File: src/rtl/axis_frame_arbiter_if.sv
// axis_frame_arbiter_if: AXI-Stream video bundle between NUM_SRC sources and one downstream slave.
// master is the arbiter's view of the bundle, slave is the surrounding sources/sink view.
interface axis_frame_arbiter_if #(
    parameter int NUM_SRC    = 2,
    parameter int DATA_WIDTH = 32
);
    logic [NUM_SRC*DATA_WIDTH-1:0] s_axis_tdata;
    logic [NUM_SRC-1:0]            s_axis_tvalid;
    logic [NUM_SRC-1:0]            s_axis_tready;
    logic [NUM_SRC-1:0]            s_axis_tlast;
    logic [NUM_SRC-1:0]            s_axis_tuser;
    logic [DATA_WIDTH-1:0]         m_axis_tdata;
    logic                          m_axis_tvalid;
    logic                          m_axis_tready;
    logic                          m_axis_tlast;
    logic                          m_axis_tuser;

    modport master (
        input  s_axis_tdata, s_axis_tvalid, s_axis_tlast, s_axis_tuser,
        output s_axis_tready,
        output m_axis_tdata, m_axis_tvalid, m_axis_tlast, m_axis_tuser,
        input  m_axis_tready
    );

    modport slave (
        output s_axis_tdata, s_axis_tvalid, s_axis_tlast, s_axis_tuser,
        input  s_axis_tready,
        input  m_axis_tdata, m_axis_tvalid, m_axis_tlast, m_axis_tuser,
        output m_axis_tready
    );
endinterface

File: src/rtl/axis_frame_arbiter.sv
// axis_frame_arbiter: frame-granular round-robin share of one AXI-Stream video sink among NUM_SRC sources.
// Define AXIS_FRAME_ARB_TIMEOUT_EN to add the stall watchdog and the timeout_err output.
module axis_frame_arbiter #(
    parameter int NUM_SRC         = 2,
    parameter int DATA_WIDTH      = 32,
    parameter int LINES_PER_FRAME = 480,
    parameter int LINE_CNT_W      = 16,
    parameter int TIMEOUT_CYCLES  = 1024
) (
    input  logic                       clk,
    input  logic                       rst_n,
    axis_frame_arbiter_if.master       bus,
    output logic [$clog2(NUM_SRC)-1:0] grant_id,
    output logic                       busy,
    output logic                       frame_done,
    output logic                       sof_error
`ifdef AXIS_FRAME_ARB_TIMEOUT_EN
    ,
    output logic                       timeout_err
`endif
);
    localparam int GW = $clog2(NUM_SRC);
    localparam logic [0:0] S_IDLE   = 1'b0;
    localparam logic [0:0] S_STREAM = 1'b1;

    logic [0:0]            r_state;
    logic [GW-1:0]         r_grant;
    logic [GW-1:0]         r_rr_ptr;
    logic [LINE_CNT_W-1:0] r_line_cnt;
    logic                  r_mid;
    logic                  r_frame_done;
    logic                  r_sof_error;

    logic [DATA_WIDTH-1:0] w_src_data [NUM_SRC];
    logic [DATA_WIDTH-1:0] w_data;
    logic [NUM_SRC-1:0]    w_elig;
    logic [NUM_SRC-1:0]    w_ready;
    logic [GW-1:0]         w_pick;
    logic [GW-1:0]         w_cand;
    logic [GW-1:0]         w_next_ptr;
    logic [LINE_CNT_W-1:0] w_line_base;
    logic                  w_valid;
    logic                  w_last;
    logic                  w_user;
    logic                  w_stream;
    logic                  w_any;
    logic                  w_hs;
    logic                  w_restart;
    logic                  w_done;
    logic                  w_timeout;

    assign w_elig   = bus.s_axis_tvalid & bus.s_axis_tuser;
    assign w_any    = |w_elig;
    assign w_stream = (r_state == S_STREAM);

    // Descending scan so the smallest offset from r_rr_ptr is written last and wins.
    always_comb begin
        w_pick = r_rr_ptr;
        w_cand = '0;
        for (int k = NUM_SRC - 1; k >= 0; k--) begin
            w_cand = GW'((int'(r_rr_ptr) + k) % NUM_SRC);
            if (w_elig[w_cand]) w_pick = w_cand;
        end
    end

    always_comb begin
        for (int i = 0; i < NUM_SRC; i++) w_src_data[i] = bus.s_axis_tdata[i*DATA_WIDTH +: DATA_WIDTH];
    end

    assign w_data  = w_src_data[r_grant];
    assign w_valid = bus.s_axis_tvalid[r_grant];
    assign w_last  = bus.s_axis_tlast[r_grant];
    assign w_user  = bus.s_axis_tuser[r_grant];

    assign bus.m_axis_tdata  = w_data;
    assign bus.m_axis_tvalid = w_stream & w_valid;
    assign bus.m_axis_tlast  = w_last;
    assign bus.m_axis_tuser  = w_user;

    always_comb begin
        w_ready          = '0;
        w_ready[r_grant] = w_stream & bus.m_axis_tready;
    end
    assign bus.s_axis_tready = w_ready;

    assign w_hs        = bus.m_axis_tvalid & bus.m_axis_tready;
    // A tuser beat after any accepted beat of this grant restarts the frame count from that beat.
    assign w_restart   = w_hs & w_user & ((r_line_cnt != '0) | r_mid);
    assign w_line_base = w_restart ? '0 : r_line_cnt;
    assign w_done      = w_hs & w_last & (w_line_base == LINE_CNT_W'(LINES_PER_FRAME - 1));
    assign w_next_ptr  = (r_grant == GW'(NUM_SRC - 1)) ? '0 : r_grant + 1'b1;

`ifdef AXIS_FRAME_ARB_TIMEOUT_EN
    localparam int TW = $clog2(TIMEOUT_CYCLES + 1);
    logic [TW-1:0] r_to_cnt;
    logic          r_timeout_err;

    assign w_timeout = w_stream & ~w_valid & (r_to_cnt == TW'(TIMEOUT_CYCLES - 1));

    always_ff @(posedge clk or negedge rst_n) begin
        if (!rst_n) begin
            r_to_cnt      <= '0;
            r_timeout_err <= 1'b0;
        end else begin
            r_to_cnt      <= (w_stream & ~w_valid & ~w_timeout) ? r_to_cnt + 1'b1 : '0;
            r_timeout_err <= w_timeout;
        end
    end

    assign timeout_err = r_timeout_err;
`else
    assign w_timeout = 1'b0;
`endif

    always_ff @(posedge clk or negedge rst_n) begin
        if (!rst_n) begin
            r_state      <= S_IDLE;
            r_grant      <= '0;
            r_rr_ptr     <= '0;
            r_line_cnt   <= '0;
            r_mid        <= 1'b0;
            r_frame_done <= 1'b0;
            r_sof_error  <= 1'b0;
        end else begin
            r_frame_done <= w_done;
            r_sof_error  <= w_restart;
            if (r_state == S_IDLE) begin
                r_line_cnt <= '0;
                r_mid      <= 1'b0;
                if (w_any) begin
                    r_grant <= w_pick;
                    r_state <= S_STREAM;
                end
            end else if (w_done || w_timeout) begin
                r_state    <= S_IDLE;
                r_line_cnt <= '0;
                r_mid      <= 1'b0;
                r_rr_ptr   <= w_next_ptr;
            end else if (w_hs) begin
                r_mid      <= 1'b1;
                r_line_cnt <= w_last ? w_line_base + 1'b1 : w_line_base;
            end
        end
    end

    assign grant_id   = r_grant;
    assign busy       = w_stream;
    assign frame_done = r_frame_done;
    assign sof_error  = r_sof_error;
endmodule
File: src/flat_wrapper.sv
// flat-port wrapper written by rule: the top's interface ports become plain ports
module axis_frame_arbiter_flat 
#(
    parameter int NUM_SRC         = 2,
    parameter int DATA_WIDTH      = 32,
    parameter int LINES_PER_FRAME = 480,
    parameter int LINE_CNT_W      = 16,
    parameter int TIMEOUT_CYCLES  = 1024
)
  (clk, rst_n, grant_id, busy, frame_done, sof_error, bus_s_axis_tdata, bus_s_axis_tvalid, bus_s_axis_tlast, bus_s_axis_tuser, bus_s_axis_tready, bus_m_axis_tdata, bus_m_axis_tvalid, bus_m_axis_tlast, bus_m_axis_tuser, bus_m_axis_tready);
  axis_frame_arbiter_if #(.NUM_SRC(NUM_SRC), .DATA_WIDTH(DATA_WIDTH)) bus_i ();
  input  logic clk;
  input  logic rst_n;
  output logic [$clog2(NUM_SRC)-1:0] grant_id;
  output logic busy;
  output logic frame_done;
  output logic sof_error;
  input wire logic [$bits(bus_i.s_axis_tdata)-1:0] bus_s_axis_tdata;
  input wire logic [$bits(bus_i.s_axis_tvalid)-1:0] bus_s_axis_tvalid;
  input wire logic [$bits(bus_i.s_axis_tlast)-1:0] bus_s_axis_tlast;
  input wire logic [$bits(bus_i.s_axis_tuser)-1:0] bus_s_axis_tuser;
  output wire logic [$bits(bus_i.s_axis_tready)-1:0] bus_s_axis_tready;
  output wire logic [$bits(bus_i.m_axis_tdata)-1:0] bus_m_axis_tdata;
  output wire logic [$bits(bus_i.m_axis_tvalid)-1:0] bus_m_axis_tvalid;
  output wire logic [$bits(bus_i.m_axis_tlast)-1:0] bus_m_axis_tlast;
  output wire logic [$bits(bus_i.m_axis_tuser)-1:0] bus_m_axis_tuser;
  input wire logic [$bits(bus_i.m_axis_tready)-1:0] bus_m_axis_tready;
  assign bus_i.s_axis_tdata = bus_s_axis_tdata;
  assign bus_i.s_axis_tvalid = bus_s_axis_tvalid;
  assign bus_i.s_axis_tlast = bus_s_axis_tlast;
  assign bus_i.s_axis_tuser = bus_s_axis_tuser;
  assign bus_s_axis_tready = bus_i.s_axis_tready;
  assign bus_m_axis_tdata = bus_i.m_axis_tdata;
  assign bus_m_axis_tvalid = bus_i.m_axis_tvalid;
  assign bus_m_axis_tlast = bus_i.m_axis_tlast;
  assign bus_m_axis_tuser = bus_i.m_axis_tuser;
  assign bus_i.m_axis_tready = bus_m_axis_tready;
  axis_frame_arbiter #(.NUM_SRC(NUM_SRC), .DATA_WIDTH(DATA_WIDTH), .LINES_PER_FRAME(LINES_PER_FRAME), .LINE_CNT_W(LINE_CNT_W), .TIMEOUT_CYCLES(TIMEOUT_CYCLES)) u_core (.clk(clk), .rst_n(rst_n), .bus(bus_i), .grant_id(grant_id), .busy(busy), .frame_done(frame_done), .sof_error(sof_error));
endmodule
File: config.mk
export PLATFORM = sky130hd
export DESIGN_NAME = axis_frame_arbiter_flat
export DESIGN_NICKNAME = d
export VERILOG_FILES = /design/src/rtl/axis_frame_arbiter_if.sv /design/src/rtl/axis_frame_arbiter.sv /design/src/flat_wrapper.sv
export SDC_FILE = /design/constraint.sdc
export NUM_CORES = 1
export LEC_CHECK = 0
export ABC_CLOCK_PERIOD_IN_PS = 3300
export CAP_MARGIN = 10
export CORE_MARGIN = 1.5
export CORE_UTILIZATION = 37
export CTS_CLUSTER_DIAMETER = 120
export CTS_CLUSTER_SIZE = 12
export DETAILED_ROUTE_END_ITERATION = 8
export HOLD_SLACK_MARGIN = 0.06
export PLACE_DENSITY = 0.81
export SLEW_MARGIN = 20
export SYNTH_ARGS = -nofsm -noshare
export SYNTH_HDL_FRONTEND = slang
export SYNTH_SLANG_ARGS = --single-unit
File: constraint.sdc
create_clock -name clk -period 3.3 [get_ports clk]
set_clock_uncertainty 0.2 [all_clocks]
set_input_delay 0.825 -clock clk [delete_from_list [all_inputs] [get_ports clk]]
set_output_delay 0.825 -clock clk [all_outputs]
set_load 0.02 [all_outputs]
==> results of run 1 <==
## cells in the final DEF, fill, tap and decap left out, types with 2 or more instances in the layout
| master | netlist | routed |
|---|---|---|
| o32ai_1 | 2 | 2 |
| o21a_1 | 2 | 2 |
| mux2i_1 | 4 | 4 |
| nand4_1 | 9 | 9 |
| and2_1 | 3 | 3 |
| a21oi_1 | 6 | 6 |
| nand2_1 | 17 | 17 |
| mux2_2 | 33 | 33 |
| and4_1 | 2 | 2 |
| clkbuf_8 | 0 | 4 |
| o21ai_0 | 7 | 7 |
| a31oi_1 | 12 | 12 |
| nor4_1 | 3 | 3 |
| o2111ai_1 | 2 | 2 |
| inv_1 | 10 | 10 |
| clkdlybuf4s50_1 | 0 | 110 |
| nand3_1 | 8 | 8 |
| dfrtp_1 | 22 | 22 |
| nand4b_1 | 3 | 3 |
| nor3_1 | 5 | 5 |
| or3_1 | 2 | 2 |
| dlygate4sd2_1 | 0 | 2 |
| and3_1 | 5 | 5 |
| a221o_1 | 2 | 2 |
| buf_4 | 0 | 15 |
| nor2_1 | 9 | 9 |
## worst paths after layout
check	slack, ns	cells past startpoint	endpoint
worst min-delay path	0.30	2	u_core.r_mid$_DFFE_PN0P_
max in group asynchronous	1.98	2	u_core.sof_error$_DFF_PN0_
min in group asynchronous	0.70	2	u_core.r_line_cnt[14]$_DFFE_PN0P_
worst max-delay path	0.1	4	bus_m_axis_tlast
worst max register to register	0.45	11	u_core.r_line_cnt[12]$_DFFE_PN0P_
worst min register to register	0.30	2	u_core.r_mid$_DFFE_PN0P_
## per-stage QoR
step                 util  total power, mW
detailed placement  0.655            0.658
global placement    0.655            0.653
CTS                 0.667            0.853
finish              0.667            0.849
global route        0.667            0.890
floorplan               -            0.456
## report_power, final
group / switching [mW] / internal [mW] / total [mW]
registers: 0.0104 / 0.279 / 0.290
logic: 0.159 / 0.203 / 0.362
clock network: 0.0898 / 0.107 / 0.196
total: 0.260 / 0.589 / 0.849
## routing by layer
layer  share of wire  track usage  vias up
li1                -            -     1017
met3           0.092       0.0456       12
met5               0            0        -
met1            0.40        0.297     1019
met2            0.49        0.415      111
met4           0.019       0.0839        0
## critical path: stages
cell and delay (ns):
clkdlybuf4s50_1 0.41, mux2i_2 0.34, inv_2 0.06, clkdlybuf4s50_1 0.54
## what timing repair did
action	4_1_cts	5_1_grt
setup endpoints to repair	2	2
gates resized for setup	2	2
pin swaps	0	1
cloned	0	0
hold buffers	0	0
## final cells by class
class / instances / share of cell area
Multi-Input combinational cell: 156 / 0.368
Timing Repair Buffer: 129 / 0.404
Clock buffer: 4 / 0.0176
Tap cell: 54 / 0.0216
Sequential cell: 22 / 0.176
Inverter: 11 / 0.0132
## state kept, by name (all words and copies together), names as in the netlist
register,count
u_core.grant_id,1
u_core.r_mid,1
u_core.frame_done,1
u_core.sof_error,1
u_core.busy,1
u_core.r_line_cnt,16
u_core.r_rr_ptr,1
## logic make-up after synthesis
group / count (synthesis)
AO/OA/AOI/OAI: 46
XOR/XNOR: 2
adder cells (fa/ha/maj): 1
buffers and inverters: 22
flip-flops: 22
multiplexers: 38
AND/OR/NAND/NOR: 69
==> key figures, run 1 <==
Pwr
  • PD cells: approximately 270 nW/um^2
  • Leakage: 1.24 nW
  • Max VDD drop: around 290 uV

Logic synthesis
  • Syn nets: between 200 and 300
  • Seq cells post-synth: 22
  • Post-Synth Simple-Gate Area: 0.207
  • Gate Count Post-Synth: 200
  • Sequential share of the synthesized area: 0.306
  • Synth Area in Compound Gates: 0.181
  • Post-synthesis mux area share: 0.237
  • Avg Inst Size Synth: approximately 9.0 um^2
  • Synth Flop Type: dfrtp_1
  • Synth area leader: dfrtp_1
  • Asr flop ratio synth: 1.00
  • Synth warnings: 0
  • Post-synth EDFFs: 0
  • Synth top area cells: dfrtp_1 31%, mux2_2 21%, a31oi_1 4.2%
  • Adder-cell share of the synthesized area: 0.00696
  • Synth top cells by count: 33 x mux2_2, 22 x dfrtp_1, 17 x nand2_1
  • Most numerous cell in the Yosys netlist: mux2_2
  • Synth cell types: 47
  • Main combinational cell family by area after synthesis: multiplexers
  • Mapped cell area: between 1500 and 2000 um^2
  • Xor and xnor area share after synthesis: 0.00974
  • Top-area cell type share of the netlist area: 0.306

STA
  • Max-slew violation count: 0
  • Hold_ws: approximately 0.3 ns
  • F_max: between 0.3 and 0.4 GHz
  • Setup TNS: 0 ns
  • Final worst path period share: 0.970
  • Endpoints failing hold: 0
  • Worst setup margin: 0.0976 ns
  • # setup viols final: 0
  • RSZ-0062 raised after global routing: no
  • Slew @ Worst Pin: 0.641 ns
  • Rel. slew slack: 0.572
  • Post-layout min period: between 3 and 4 ns

Clock network
  • CTS tree: done
  • Total CTS buffers: 3
  • Root buffer cell: clkbuf_8
  • H-tree depth: 1
  • Worst-path clk slew: approximately 0.070 ns
  • Post-CTS Setup Bufs: 0
  • Maximum clock path buffer count: 2
  • Clk sinks: 22
  • Clock latency on the worst-skew pair: ~0.27 ns

Global route
  • Total track usage: 0.240
  • Vias in the first global route: around 2000
  • Initial antenna violation count: 0
  • First-pass GRT wire length: 9760 um
  • Congestion Overflow GR: 0
  • Largest net degree at the start of global routing: 38

Layout
  • Layout cell share with drive strength beyond 1: 0.186
  • Nets: slightly below 400
  • Antenna Cells: 0
  • FILL cells: a little under 400
  • Area of the multi-input gates: around 1200 um^2
  • Register area: about 550 um^2
  • Final instance area: ~3100 um^2
  • Finished Layout Cells: ~380
  • Synth-to-layout area growth: 74.2%

Placement
  • PortBufs: about 110
  • Placed cell areas: ~3100 um^2
  • # placed instances: 372
  • RePlAce Congestion: ~0.85
  • Placed wire-length estimate: between 5000 and 6000 um
  • Setup WS pre-CTS: -0.0748 ns

Drt
  • WL per Instance: between 15 and 20 um
  • TritonRoute pass-1 iters: 5
  • DR iter-0 viols: 85
  • Final wirelength: between 6000 and 7000 um
  • Vias: approximately 2200
  • Via/cell ratio: 5.74
  • Drc violations: 0
  • Final ANT Viol Nets: 0

Die
  • Die Wd: between 70 and 80 um
  • Initial core utilization: 0.383
  • CORE AREA: roughly 4700 um^2
  • Full die area: between 5000 and 6000 um^2
  • FP Rows: 25
  • Die Height: ~73 um
  • # IOs: 114

Min path
  • Worst min-delay path startpoint: u_core.r_mid$_DFFE_PN0P_
  • Min-Delay Path Class: flip-flop to flip-flop

Worst setup path
  • Crit Path Max Fanout: 6
  • Startpoint class of the critical path: input port
  • Critical Path Sink Type: primary output
  • R2r startpoint: u_core.grant_id$_DFFE_PN0P_
  • Arr. time, crit path: between 2 and 2.5 ns
  • Crit path kind: input port to primary output
  • Setup crit start: bus_s_axis_tlast[1]
  • Worst EP required: around 2.3 ns

Run
  • Max-capacitance violation count: 0

Run status
  • Status: completed
Power figures use the tool's default switching activity.
==> run 2: changes to the inputs <==
==> constraint.sdc (replaced) <==
create_clock -name clk -period 3.3 [get_ports clk]
set_clock_uncertainty 0.2 [all_clocks]
set_input_delay 0.825 -clock clk [delete_from_list [all_inputs] [get_ports clk]]
set_output_delay 0.825 -clock clk [all_outputs]
set_load 0.01 [all_outputs]
==> run 2 against run 1 <==
Effect of this change:
- clock-buffer cell count did not move
- highest routed layer unchanged
- global-route usage rose by 0.80 points
- final area barely moved
==> key figures, run 2 (synthesis results as in run 1) <==
Worst setup path
  • Arr. time, crit path: 2.14 ns (-0.04 ns)
  • Crit path kind: input port to primary output
  • Worst R2R Setup Slack: 0.56 ns (+0.11 ns)
  • Startpoint class of the critical path: input port
  • Crit Path Max Fanout: 9 (+3)
  • Critical Path Sink Type: primary output
  • Worst EP required: 2.27 ns (about the same)

STA
  • RSZ-0062 raised after global routing: no
  • Rel. slew slack: 0.589 (+0.0165)
  • # setup viols final: 0 (unchanged)
  • Slew @ Worst Pin: 0.616 ns (-0.0248 ns)
  • Endpoints failing hold: 0 (unchanged)
  • Final worst path period share: 0.959 (-0.0112)
  • Max-slew violation count: 0 (unchanged)
  • Hold_ws: 0.302 ns (+0.00334 ns)
  • F_max: 0.316 GHz (+1.2%)
  • Post-layout min period: 3.17 ns (-0.0369 ns)

Layout
  • Max FFs per register: 16 (unchanged)
  • Final instance area: 3130 um^2 (about the same)
  • Antenna Cells: 0 (unchanged)
  • Post-layout util: 0.668 (about the same)
  • Layout cell share with drive strength beyond 1: 0.186 (unchanged)
  • Largest Register: u_core.r_line_cnt
  • Nets: 397 (unchanged)
  • Most frequent cells in the layout: 110 x clkdlybuf4s50_1, 33 x mux2_2, 22 x dfrtp_1
  • Most common cell after layout, fill and taps aside: clkdlybuf4s50_1
  • Synth-to-layout area growth: 74.3% (about the same)

Die
  • Full die area: 5290 um^2 (unchanged)
  • Die Height: 72.7 um (unchanged)
  • # IOs: 114 (unchanged)
  • Die Wd: 72.7 um (unchanged)
  • Initial core utilization: 0.383 (unchanged)
  • CORE AREA: 4690 um^2 (unchanged)
  • FP Rows: 25 (unchanged)

Clock network
  • CTS tree: done
  • Root buffer cell: clkbuf_8
  • Clock latency on the worst-skew pair: 0.27 ns (about the same)
  • Worst-path clk slew: 0.08 ns (about the same)
  • Hold_buf cts: 0 (unchanged)
  • Maximum clock path buffer count: 2 (unchanged)
  • H-tree depth: 1 (unchanged)
  • Total CTS buffers: 3 (unchanged)
  • Clk sinks: 22 (unchanged)

Drt
  • Drc violations: 0 (unchanged)
  • Vias: 2129 (-1.4%)
  • WL per Instance: 17.3 um (+2.4%)
  • TritonRoute pass-1 iters: 5 (unchanged)
  • Final ANT Viol Nets: 0 (unchanged)
  • Via/cell ratio: 5.66 (-1.4%)
  • Final wirelength: 6520 um (+2.4%)
  • DR iter-0 viols: 85 (unchanged)

Pwr
  • Power, Total: 819 uW (-3.4%)
  • Max VDD drop: 164 uV (-43%)
  • PD cells: 261 nW/um^2 (-3.5%)
  • Leakage: 1.25 nW (+1.1%)

Placement
  • PortBufs: 113 (unchanged)
  • Placed cell areas: 3060 um^2 (-0.41%)
  • RePlAce Congestion: 0.912 (+7.2%)
  • Placed wire-length estimate: 5350 um (+3.8%)

Global route
  • Total track usage: 0.248 (+0.00800)
  • Congestion Overflow GR: 0 (unchanged)
  • Initial antenna violation count: 0 (unchanged)
  • First-pass GRT wire length: 10200 um (+4.7%)
  • Vias in the first global route: 1998 (+2.8%)
  • Largest net degree at the start of global routing: 23 (-39%)

Run
  • Max-capacitance violation count: 0 (unchanged)

Run status
  • Status: completed

Min path
  • Min-Delay Path Class: flip-flop to flip-flop
==> run 2: cell count changes in the layout (fill, tap and decap cells not counted) <==
cell / previous run / this run
buf_12: 1 / 0
a2111oi_0: 0 / 1
buf_4: 15 / 16
mux2i_2: 1 / 0
dlymetal6s2s_1: 1 / 3
dlygate4sd2_1: 2 / 0
mux2i_4: 0 / 1
a2111oi_1: 1 / 0
o21ai_0: 7 / 6
o21ai_1: 1 / 2
==> run 2: power breakdown <==
group	switching (mW)	internal, mW	total (mW)
clock network	0.0877	0.106	0.194
registers	0.0128	0.279	0.292
logic	0.131	0.202	0.333
total	0.231	0.588	0.819
==> run 2: path summary, 6_finish.rpt <==
| kind | start | end | cells past startpoint |
|---|---|---|---|
| worst max-delay path | bus_s_axis_tlast[1] | bus_m_axis_tlast | 4 |
| worst min-delay path | u_core.r_mid$_DFFE_PN0P_ | u_core.r_mid$_DFFE_PN0P_ | 2 |
| worst max register to register | u_core.grant_id$_DFFE_PN0P_ | u_core.r_line_cnt[12]$_DFFE_PN0P_ | 10 |
| worst min register to register | u_core.r_mid$_DFFE_PN0P_ | u_core.r_mid$_DFFE_PN0P_ | 2 |
| max in group asynchronous | rst_n | u_core.r_mid$_DFFE_PN0P_ | 2 |
| min in group asynchronous | rst_n | u_core.r_line_cnt[7]$_DFFE_PN0P_ | 2 |
==> run 2: through the flow <==
| stage | worst slack [ns] | cells | setup TNS [ns] |
|---|---|---|---|
| 3_5_place_dp | -0.116 | 372 | -0.748 |
| 5_1_grt | 0.00162 | 376 | 0 |
| 3_3_place_gp | -0.0249 | 372 | -0.0438 |
| 4_1_cts | 0.0164 | 376 | 0 |
| 6_report | 0.135 | 376 | 0 |
| 2_1_floorplan | 0.170 | 200 | 0 |
==> run 2: critical path, cell delays in order <==
cell and delay [ns]:
clkdlybuf4s50_1 0.50, mux2i_4 0.11, inv_2 0.15, clkdlybuf4s50_1 0.56
==> run 2: area by class of cell <==
class	count	area, um^2
inverters	11	41.3
flip-flops and latches	22	551
fillers	388	1560
clock buffers	4	55.1
multi-input cells	156	1160
well taps	54	67.6
repair buffers	129	1260
==> run 2: timing repair <==
| action | in CTS | in global routing |
|---|---|---|
| setup endpoints to repair | 0 | 7 |
| setup buffers | 0 | 0 |
| gates resized for setup | 0 | 5 |
==> run 2: metal layers <==
metal | wire length, um | share of wire | track usage | up-vias
met5 | 0 | 0 | 0 | -
met4 | 155 | 0.024 | 0.0755 | 0
met3 | 532 | 0.082 | 0.0470 | 15
met2 | 3250 | 0.50 | 0.437 | 110
met1 | 2580 | 0.40 | 0.304 | 994
li1 | - | - | - | 1010
